`config.mk`:
```
export PLATFORM = sky130hd
export DESIGN_NAME = iob_cache_req_arbiter
export DESIGN_NICKNAME = d
export VERILOG_FILES = /design/src/rtl/iob_cache_req_arbiter.sv
export SDC_FILE = /design/constraint.sdc
export NUM_CORES = 1
export LEC_CHECK = 0
export CAP_MARGIN = 10
export CORE_AREA = 2 2 110 112
export DETAILED_ROUTE_END_ITERATION = 12
export DIE_AREA = 0 0 112 114
export PLACE_DENSITY = 0.73
export SYNTH_ARGS = -nofsm -noshare
export SYNTH_HDL_FRONTEND = slang
export SYNTH_SLANG_ARGS = --single-unit
```
`constraint.sdc`:
```
create_clock -name clk_i -period 2.38 [get_ports clk_i]
set_clock_uncertainty 0.15 [all_clocks]
set_input_delay 0.357 -clock clk_i [delete_from_list [all_inputs] [get_ports clk_i]]
set_output_delay 0.357 -clock clk_i [all_outputs]
set_load 0.1 [all_outputs]
```
`src/rtl/iob_cache_req_arbiter.sv`:
```
// Round-robin arbiter that funnels N_REQ requesters into one cache front-end.
// At most one transaction is outstanding downstream; read data is broadcast.
module iob_cache_req_arbiter #(
    parameter int N_REQ  = 2,
    parameter int ADDR_W = 32,
    parameter int DATA_W = 32
) (
    input  logic                       clk_i,
    input  logic                       rst_n_i,
    input  logic                       cke_i,
    input  logic [N_REQ-1:0]           req_avalid_i,
    input  logic [N_REQ*ADDR_W-1:0]    req_addr_i,
    input  logic [N_REQ*DATA_W-1:0]    req_wdata_i,
    input  logic [N_REQ*DATA_W/8-1:0]  req_wstrb_i,
    output logic [N_REQ-1:0]           req_ready_o,
    output logic [DATA_W-1:0]          req_rdata_o,
    output logic [N_REQ-1:0]           req_rvalid_o,
    output logic                       m_avalid_o,
    output logic [ADDR_W-1:0]          m_addr_o,
    output logic [DATA_W-1:0]          m_wdata_o,
    output logic [DATA_W/8-1:0]        m_wstrb_o,
    input  logic [DATA_W-1:0]          m_rdata_i,
    input  logic                       m_rvalid_i,
    input  logic                       m_ready_i,
    output logic [N_REQ-1:0]           grant_o,
    output logic                       busy_o,
    output logic                       spur_o
);

    localparam int PTR_W = $clog2(N_REQ);
    localparam int STRB_W = DATA_W / 8;

    localparam logic [1:0] S_IDLE  = 2'd0;
    localparam logic [1:0] S_ISSUE = 2'd1;
    localparam logic [1:0] S_WAIT  = 2'd2;

    logic [1:0]        r_state;
    logic [PTR_W-1:0]  r_ptr;
    logic [N_REQ-1:0]  r_grant;
    logic              r_spur;
    logic [ADDR_W-1:0] r_addr;
    logic [DATA_W-1:0] r_wdata;
    logic [STRB_W-1:0] r_wstrb;

    logic              w_any;
    logic [PTR_W-1:0]  w_win;
    logic [N_REQ-1:0]  w_onehot;
    logic [ADDR_W-1:0] w_addr;
    logic [DATA_W-1:0] w_wdata;
    logic [STRB_W-1:0] w_wstrb;
    logic              w_idle;

    assign w_idle = (r_state == S_IDLE);

    // Round-robin search from ptr+1; scanning backwards leaves the nearest hit.
    always_comb begin
        logic [PTR_W-1:0] idx;
        w_any = 1'b0;
        w_win = '0;
        idx   = '0;
        for (int k = N_REQ; k >= 1; k--) begin
            idx = PTR_W'((int'(r_ptr) + k) % N_REQ);
            if (req_avalid_i[idx]) begin
                w_any = 1'b1;
                w_win = idx;
            end
        end
    end

    assign w_onehot = {{(N_REQ-1){1'b0}}, 1'b1} << w_win;

    // Select the winning requester's request fields.
    always_comb begin
        w_addr  = '0;
        w_wdata = '0;
        w_wstrb = '0;
        for (int i = 0; i < N_REQ; i++) begin
            if (w_win == PTR_W'(i)) begin
                w_addr  = req_addr_i[i*ADDR_W +: ADDR_W];
                w_wdata = req_wdata_i[i*DATA_W +: DATA_W];
                w_wstrb = req_wstrb_i[i*STRB_W +: STRB_W];
            end
        end
    end

    // Handshakes toward requesters are gated by cke_i so that a frozen
    // arbiter never signals an acceptance or response it will not record.
    assign req_ready_o  = (w_idle && w_any && cke_i) ? w_onehot : '0;
    assign req_rvalid_o = (r_state == S_WAIT && m_rvalid_i && cke_i)
                        ? r_grant : '0;
    assign req_rdata_o  = m_rdata_i;

    assign m_avalid_o = (r_state == S_ISSUE);
    assign m_addr_o   = r_addr;
    assign m_wdata_o  = r_wdata;
    assign m_wstrb_o  = r_wstrb;
    assign grant_o    = r_grant;
    assign busy_o     = !w_idle;
    assign spur_o     = r_spur;

    // FSM, round-robin pointer, request latches and sticky spurious flag.
    always_ff @(posedge clk_i) begin
        if (!rst_n_i) begin
            r_state <= S_IDLE;
            r_ptr   <= PTR_W'(N_REQ - 1);
            r_grant <= '0;
            r_spur  <= 1'b0;
            r_addr  <= '0;
            r_wdata <= '0;
            r_wstrb <= '0;
        end else if (cke_i) begin
            if (m_rvalid_i && r_state != S_WAIT) begin
                r_spur <= 1'b1;
            end
            case (r_state)
                S_IDLE: begin
                    if (w_any) begin
                        r_addr  <= w_addr;
                        r_wdata <= w_wdata;
                        r_wstrb <= w_wstrb;
                        r_ptr   <= w_win;
                        r_grant <= w_onehot;
                        r_state <= S_ISSUE;
                    end
                end
                S_ISSUE: begin
                    if (m_ready_i) begin
                        if (|r_wstrb) begin
                            r_state <= S_IDLE;
                            r_grant <= '0;
                        end else begin
                            r_state <= S_WAIT;
                        end
                    end
                end
                S_WAIT: begin
                    if (m_rvalid_i) begin
                        r_state <= S_IDLE;
                        r_grant <= '0;
                    end
                end
                default: begin
                    r_state <= S_IDLE;
                    r_grant <= '0;
                end
            endcase
        end
    end

endmodule

```
==> run metrics, run 1 <==
FMAX 486 MHz; post-synthesis compound-gate area fraction 23.3%; Synth Area in Adders 0%; TritonCTS buffer count 9; sequential power share 34.7%; actual slew at the worst max-slew pin 0.755 ns; Logic pwr share 34.7%; Die Span X 112 µm; Initial Utilization 27.8%; RSZ-0062 raised after global routing false; XOR/XNOR Fraction of Synth Area 0%; Post-CTS Resized 0; via count 3227; Sw Ratio 37.2%; die area 12800 µm²; IO Port Bufs 219; Max Buffers Root-to-Sink 2; # clock sinks 74; Post-synth ARST share 0%; P_leak 2.54 nW; largest net degree at the start of global routing 70; Hold Path Class reg2reg; CTS root buffer clkbuf_16; H-tree levels 3; Setup crit start kind input pin; crit end category primary output; Pre-antenna DRT Iters 4; max-slew violation count 0; initial antenna violation count 0; placer congestion estimate 0.781; WHS 0.320 ns; vias in the first global route 3255; area delta synth->final 67.8%; final wirelength 11.3 mm; Core Rows 40; Synth area leaders dfxtp_1 (46%), a221o_1 (21%), and3_1 (13%), buf_4 (7.4%), buf_6 (2.1%); Net Count, Synth 487; yosys warns 0; crit path time final 2.06 ns; gr usage total 16.8%; # setup viols final 0; CTS clk-pin slew, worst paths 0.05 ns; CTS tree built; worst skew pair latency 0.33 ns; cts hold-fix bufs 0; gr ovfl total 0; first-pass GRT wire length 17.1 mm; initial DRC count 206; CP Max Fanout 7; largest family of logic cells by synthesized area compound AO/OA/AOI/OAI gates; io pins 284; Core Footprint 11700 µm²; Simple-Gate Fraction of Synth Area 17.5%; final period utilization 86.5%; number of synthesized register bits 74; WS Path Type in2out; synthesized cell area 3250 µm²; die height 114 µm; IR drop worst, VDD 0.281 mV; Commonest cells post-synth dfxtp_1 (74), and3_1 (70), a221o_1 (68), buf_4 (32), clkbuf_1 (14); maxcap violations 0; count leader, synth dfxtp_1; number of vias per cell 5.06; cell internal pwr 2.53 mW; EDFF count, synth 0; Hold Fails Final Rpt 0; post-synthesis cell count 312; Yosys top cell by area dfxtp_1; outcome finished, final reports clean; register area share after synthesis 45.5%; setup bufs post-CTS 0; Cell Pwr Density 736 nW/µm²; Relative slew margins 49.2%; wire per inst 17.7 µm; DRC Markers 0; Clock power frac 30.6%; fraction of final layout cells with drive strength greater than 1 22.0%; Sw Pwr 1.50 mW; top_reg_cell synth dfxtp_1; top cell type's share of synthesized area 45.5%; final HPWL from detailed placement 7.86 mm; nets 661; Routed Antenna Nets 0; Critical Path RT 1.87 ns; TNS Setup 0 ns; unique cell type count in the Yosys netlist 30; CP arrival 1.55 ns; mean area per synthesized cell 10.4 µm²; Ant. Diodes 0; multiplexer share of the synthesized area 0.346%
==> logic make-up (layout without fill, tap and decap cells) <==
| logic type | count (synthesis) | count (layout) |
|---|---|---|
| multiplexers | 1 | 1 |
| AND/OR/NAND/NOR | 90 | 90 |
| AO/OA/AOI/OAI | 80 | 80 |
| buffers and inverters | 67 | 246 |
| flip-flops | 74 | 74 |
==> power by group through the flow <==
stage | clock, mW | sequential [mW] | combinational, mW
global route | 1.33 | 1.41 | 1.44
CTS | 1.27 | 1.40 | 1.40
detailed placement | 0 | 1.42 | 1.40
global placement | 0 | 1.42 | 1.39
finish | 1.23 | 1.40 | 1.39
floorplan | 0 | 2.08 | 0.504
==> critical path, stage by stage <==
cell             delay (ns)
clkdlybuf4s50_1        0.48
buf_4                  0.15
nand2_1                0.07
nor2_1                 0.10
and3_1                 0.21
buf_12                 0.18
==> final timing paths <==
| kind | end | depth (start not counted) | from | slack [ns] |
|---|---|---|---|---|
| worst max-delay path | req_rvalid_o[0] | 6 | cke_i | 0.32 |
| worst min-delay path | spur_o | 1 | spur_o | 0.32 |
| worst max register to register | m_wdata_o[9] | 5 | r_state[1] | 0.54 |
| worst min register to register | spur_o | 1 | spur_o | 0.32 |
==> placed cells by master, fill, tap and decap left out, types with 2 or more instances in the layout <==
master	instances
nand2_1	6
a21oi_1	2
clkinv_2	3
a21o_1	2
clkbuf_1	3
clkbuf_16	9
and3_1	70
buf_12	9
buf_4	76
dfxtp_1	74
a221o_1	68
o21ai_0	3
and3_4	2
inv_1	3
clkdlybuf4s50_1	141
==> layout make-up <==
cell class,count,area (µm²)
clock inverters,3,15.0
flip-flops and latches,74,1480
inverters,3,11.3
repair buffers,227,2170
fillers,1100,6250
clock buffers,13,250
well taps,147,184
multi-input cells,171,1350
==> state kept, by name (all words and copies together), names as in the netlist <==
| name | flops |
|---|---|
| grant_o | 2 |
| r_ptr | 1 |
| r_state | 2 |
| m_addr_o | 32 |
| spur_o | 1 |
| m_wdata_o | 32 |
| m_wstrb_o | 4 |
==> stage by stage <==
stage / std cells / instance area [µm²] / power [mW] / worst slack (ns) / utilization [%]
global route: 638 / 5460 / 4.18 / 0.231 / 46.6
floorplan: 312 / 3260 / 2.59 / 0.00658 / -
detailed placement: 622 / 5200 / 2.82 / 0.136 / 44.4
finish: 638 / 5460 / 4.02 / 0.321 / 46.6
CTS: 638 / 5460 / 4.07 / 0.320 / 46.6
global placement: 622 / 5200 / 2.80 / 0.163 / 44.4
==> per-layer routing <==
layer / track usage (%) / wire length [µm] / up-vias
met2: 29.0 / 5660 / 138
met1: 19.8 / 4680 / 1541
li1: - / - / 1528
met4: 6.02 / 195 / 0
met5: 0 / 0 / -
met3: 5.31 / 755 / 20
Note: power is estimated with default switching activity, not from simulation.
==> inputs of run 2 (changes only) <==
- PLACE_DENSITY: 0.73 -> unset
- PLACE_DENSITY_LB_ADDON: unset -> 0.25
==> run 2 against run 1 <==
Power up 8.0%; fmax down 2.4%; non-clock buffer count up 4; via count down 0.25%; register-to-register slack worse by 0.03 ns; global-route usage up 0.32 points; hold slack better by 0.016 ns; combinational power about the same; sequential share of layout area down 0.60 points; clock-buffer cell count down 3; final area up 2.3%; largest cell class unchanged; largest power group is now the clock network; highest routed layer unchanged.
==> run metrics, run 2 (synthesis gave the netlist of run 1 again) <==
final HPWL from detailed placement 8.08 mm (+2.7%); CTS root buffer clkbuf_16; Die Span X 112 µm (unchanged); Setup crit start kind input pin; actual slew at the worst max-slew pin 0.669 ns (-0.0853 ns); H-tree levels 3 (unchanged); # setup viols final 0 (unchanged); fraction of final layout cells with drive strength greater than 1 23.0% (+1.0 points); Crit path max-delay family buffers and inverters; CTS tree built; Sw Ratio 34.9% (-2.3 points); busiest metal layer after global routing met2; CP arrival 1.60 ns (+0.05 ns); Final Power 4.34 mW (+8.0%); nets 665 (+0.61%); commonest non-fill, non-tap cell in the layout clkdlybuf4s50_1; max-slew violation count 0 (unchanged); die height 114 µm (unchanged); Max Buffers Root-to-Sink 2 (unchanged); Ant. Diodes 0 (unchanged); CTS clk-pin slew, worst paths 0.06 ns (about the same); final wirelength 11.3 mm (-0.18%); Hold Fails Final Rpt 0 (unchanged); Routed Antenna Nets 0 (unchanged); Clock power frac 35.5% (+4.9 points); first-pass GRT wire length 17.3 mm (+0.85%); crit path time final 2.11 ns (+0.0501 ns); commonest cells after routing, fill and taps aside clkdlybuf4s50_1 (141), buf_4 (78), dfxtp_1 (74); Cell Pwr Density 777 nW/µm² (+5.6%); crit path launch cke_i; Pre-antenna DRT Iters 4 (unchanged); gr usage total 17.1% (+0.32 points); IR drop worst, VDD 0.364 mV (+30%); Core Footprint 11700 µm² (unchanged); final period utilization 88.6% (+2.1 points); initial DRC count 170 (-17%); TritonCTS buffer count 9 (unchanged); critical path's slowest cell clkdlybuf4s50_1; gr ovfl total 0 (unchanged); Logic pwr share 32.4% (-2.3 points); TNS Setup 0 ns (unchanged); initial antenna violation count 0 (unchanged); area delta synth->final 71.6%; reg2reg start r_state[1]; io pins 284 (unchanged); die area 12800 µm² (unchanged); met1 usage 20.8% (+0.96 points); RSZ-0062 raised after global routing false; sequential power share 32.1% (-2.6 points); outcome finished, final reports clean; worst skew pair latency 0.33 ns (about the same); placer congestion estimate 0.751 (-3.8%); maxcap violations 0 (unchanged); Core Rows 40 (unchanged); Critical Path RT 1.87 ns (about the same); hold_sp rst_n_i; CP Max Fanout 7 (unchanged); number of vias per cell 5.01 (-0.87%); Relative slew margins 55.0% (+5.7 points); worst path cell trace clkdlybuf4s50_1, buf_4, nand2_1, nor2_1, and3_1, buf_12; wire per inst 17.6 µm (-0.80%); setup bufs post-CTS 0 (unchanged); cell internal pwr 2.82 mW (+12%); Sw Pwr 1.52 mW (+1.4%); Hold Path Class in2reg; Post-CTS Resized 0 (unchanged); GR Util met3 5.21% (-0.11 points); WHS 0.336 ns (+0.0156 ns); WS Path Type in2out; cts hold-fix bufs 0 (unchanged); crit end category primary output; FMAX 474 MHz (-2.4%); DRC Markers 0 (unchanged); # clock sinks 74 (unchanged); GR Layer Usage met2 28.6% (-0.36 points); via count 3219 (-0.25%); Initial Utilization 27.8% (unchanged); Buf+Inv Stages, Crit Path 3 (unchanged); P_leak 2.60 nW (+2.4%); Final Non-Filler Cells 642 (+0.63%); largest net degree at the start of global routing 43 (-39%); max incr delay on CP 0.50 ns (+0.02 ns); placed insts 626 (+0.64%); vias in the first global route 3293 (+1.2%); IO Port Bufs 219 (unchanged)
## run 2: changes by cell type in the layout (fill, tap and decap cells not counted)
cell	before	now
buf_4	76	78
clkbuf_1	3	1
clkbuf_8	1	0
buf_12	9	11
bufinv_16	0	3
## run 2: layer usage
layer  routed length, µm  vias to the layer above
li1                    -                     1538
met2                5510                      139
met4                 222                        0
met1                4700                     1516
met3                 848                       26
met5                   0                        -
## run 2: final timing paths
kind	to	slack (ns)	depth (start not counted)
setup reg to reg	m_wdata_o[11]	0.51	5
hold reg to reg	grant_o[0]	0.34	1
setup / recovery	req_rvalid_o[1]	0.27	6
hold / removal	r_ptr	0.34	2
## run 2: power groups by stage
stage          clock network (mW)  logic (mW)  registers (mW)
2_1_floorplan                   0       0.504            2.08
3_3_place_gp                    0        1.40            1.42
3_5_place_dp                    0        1.41            1.42
4_1_cts                      1.58        1.41            1.39
5_1_grt                      1.63        1.46            1.40
6_report                     1.54        1.41            1.39
## run 2: per-stage QoR
stage          utilization (%)  worst slack [ns]  cell area (µm²)
6_report                  47.7             0.271             5590
5_1_grt                   47.7             0.172             5590
4_1_cts                   47.7             0.258             5590
3_5_place_dp              44.8             0.139             5250
3_3_place_gp              44.8             0.169             5250
2_1_floorplan                -           0.00658             3260
## run 2: worst reg2reg max path, stage by stage (launching register included)
cell,delay [ns]
dfxtp_1,0.54
nor3b_4,0.11
and3_4,0.20
and2_4,0.21
buf_12,0.18
a221o_1,0.38
## run 2: layout make-up
class	instances	area, µm²
Fill cell	1096	6130
Timing Repair Buffer	231	2220
Sequential cell	74	1480
Multi-Input combinational cell	171	1350
Clock buffer	10	229
Tap cell	147	184
Clock inverter	6	105
Inverter	3	11.3
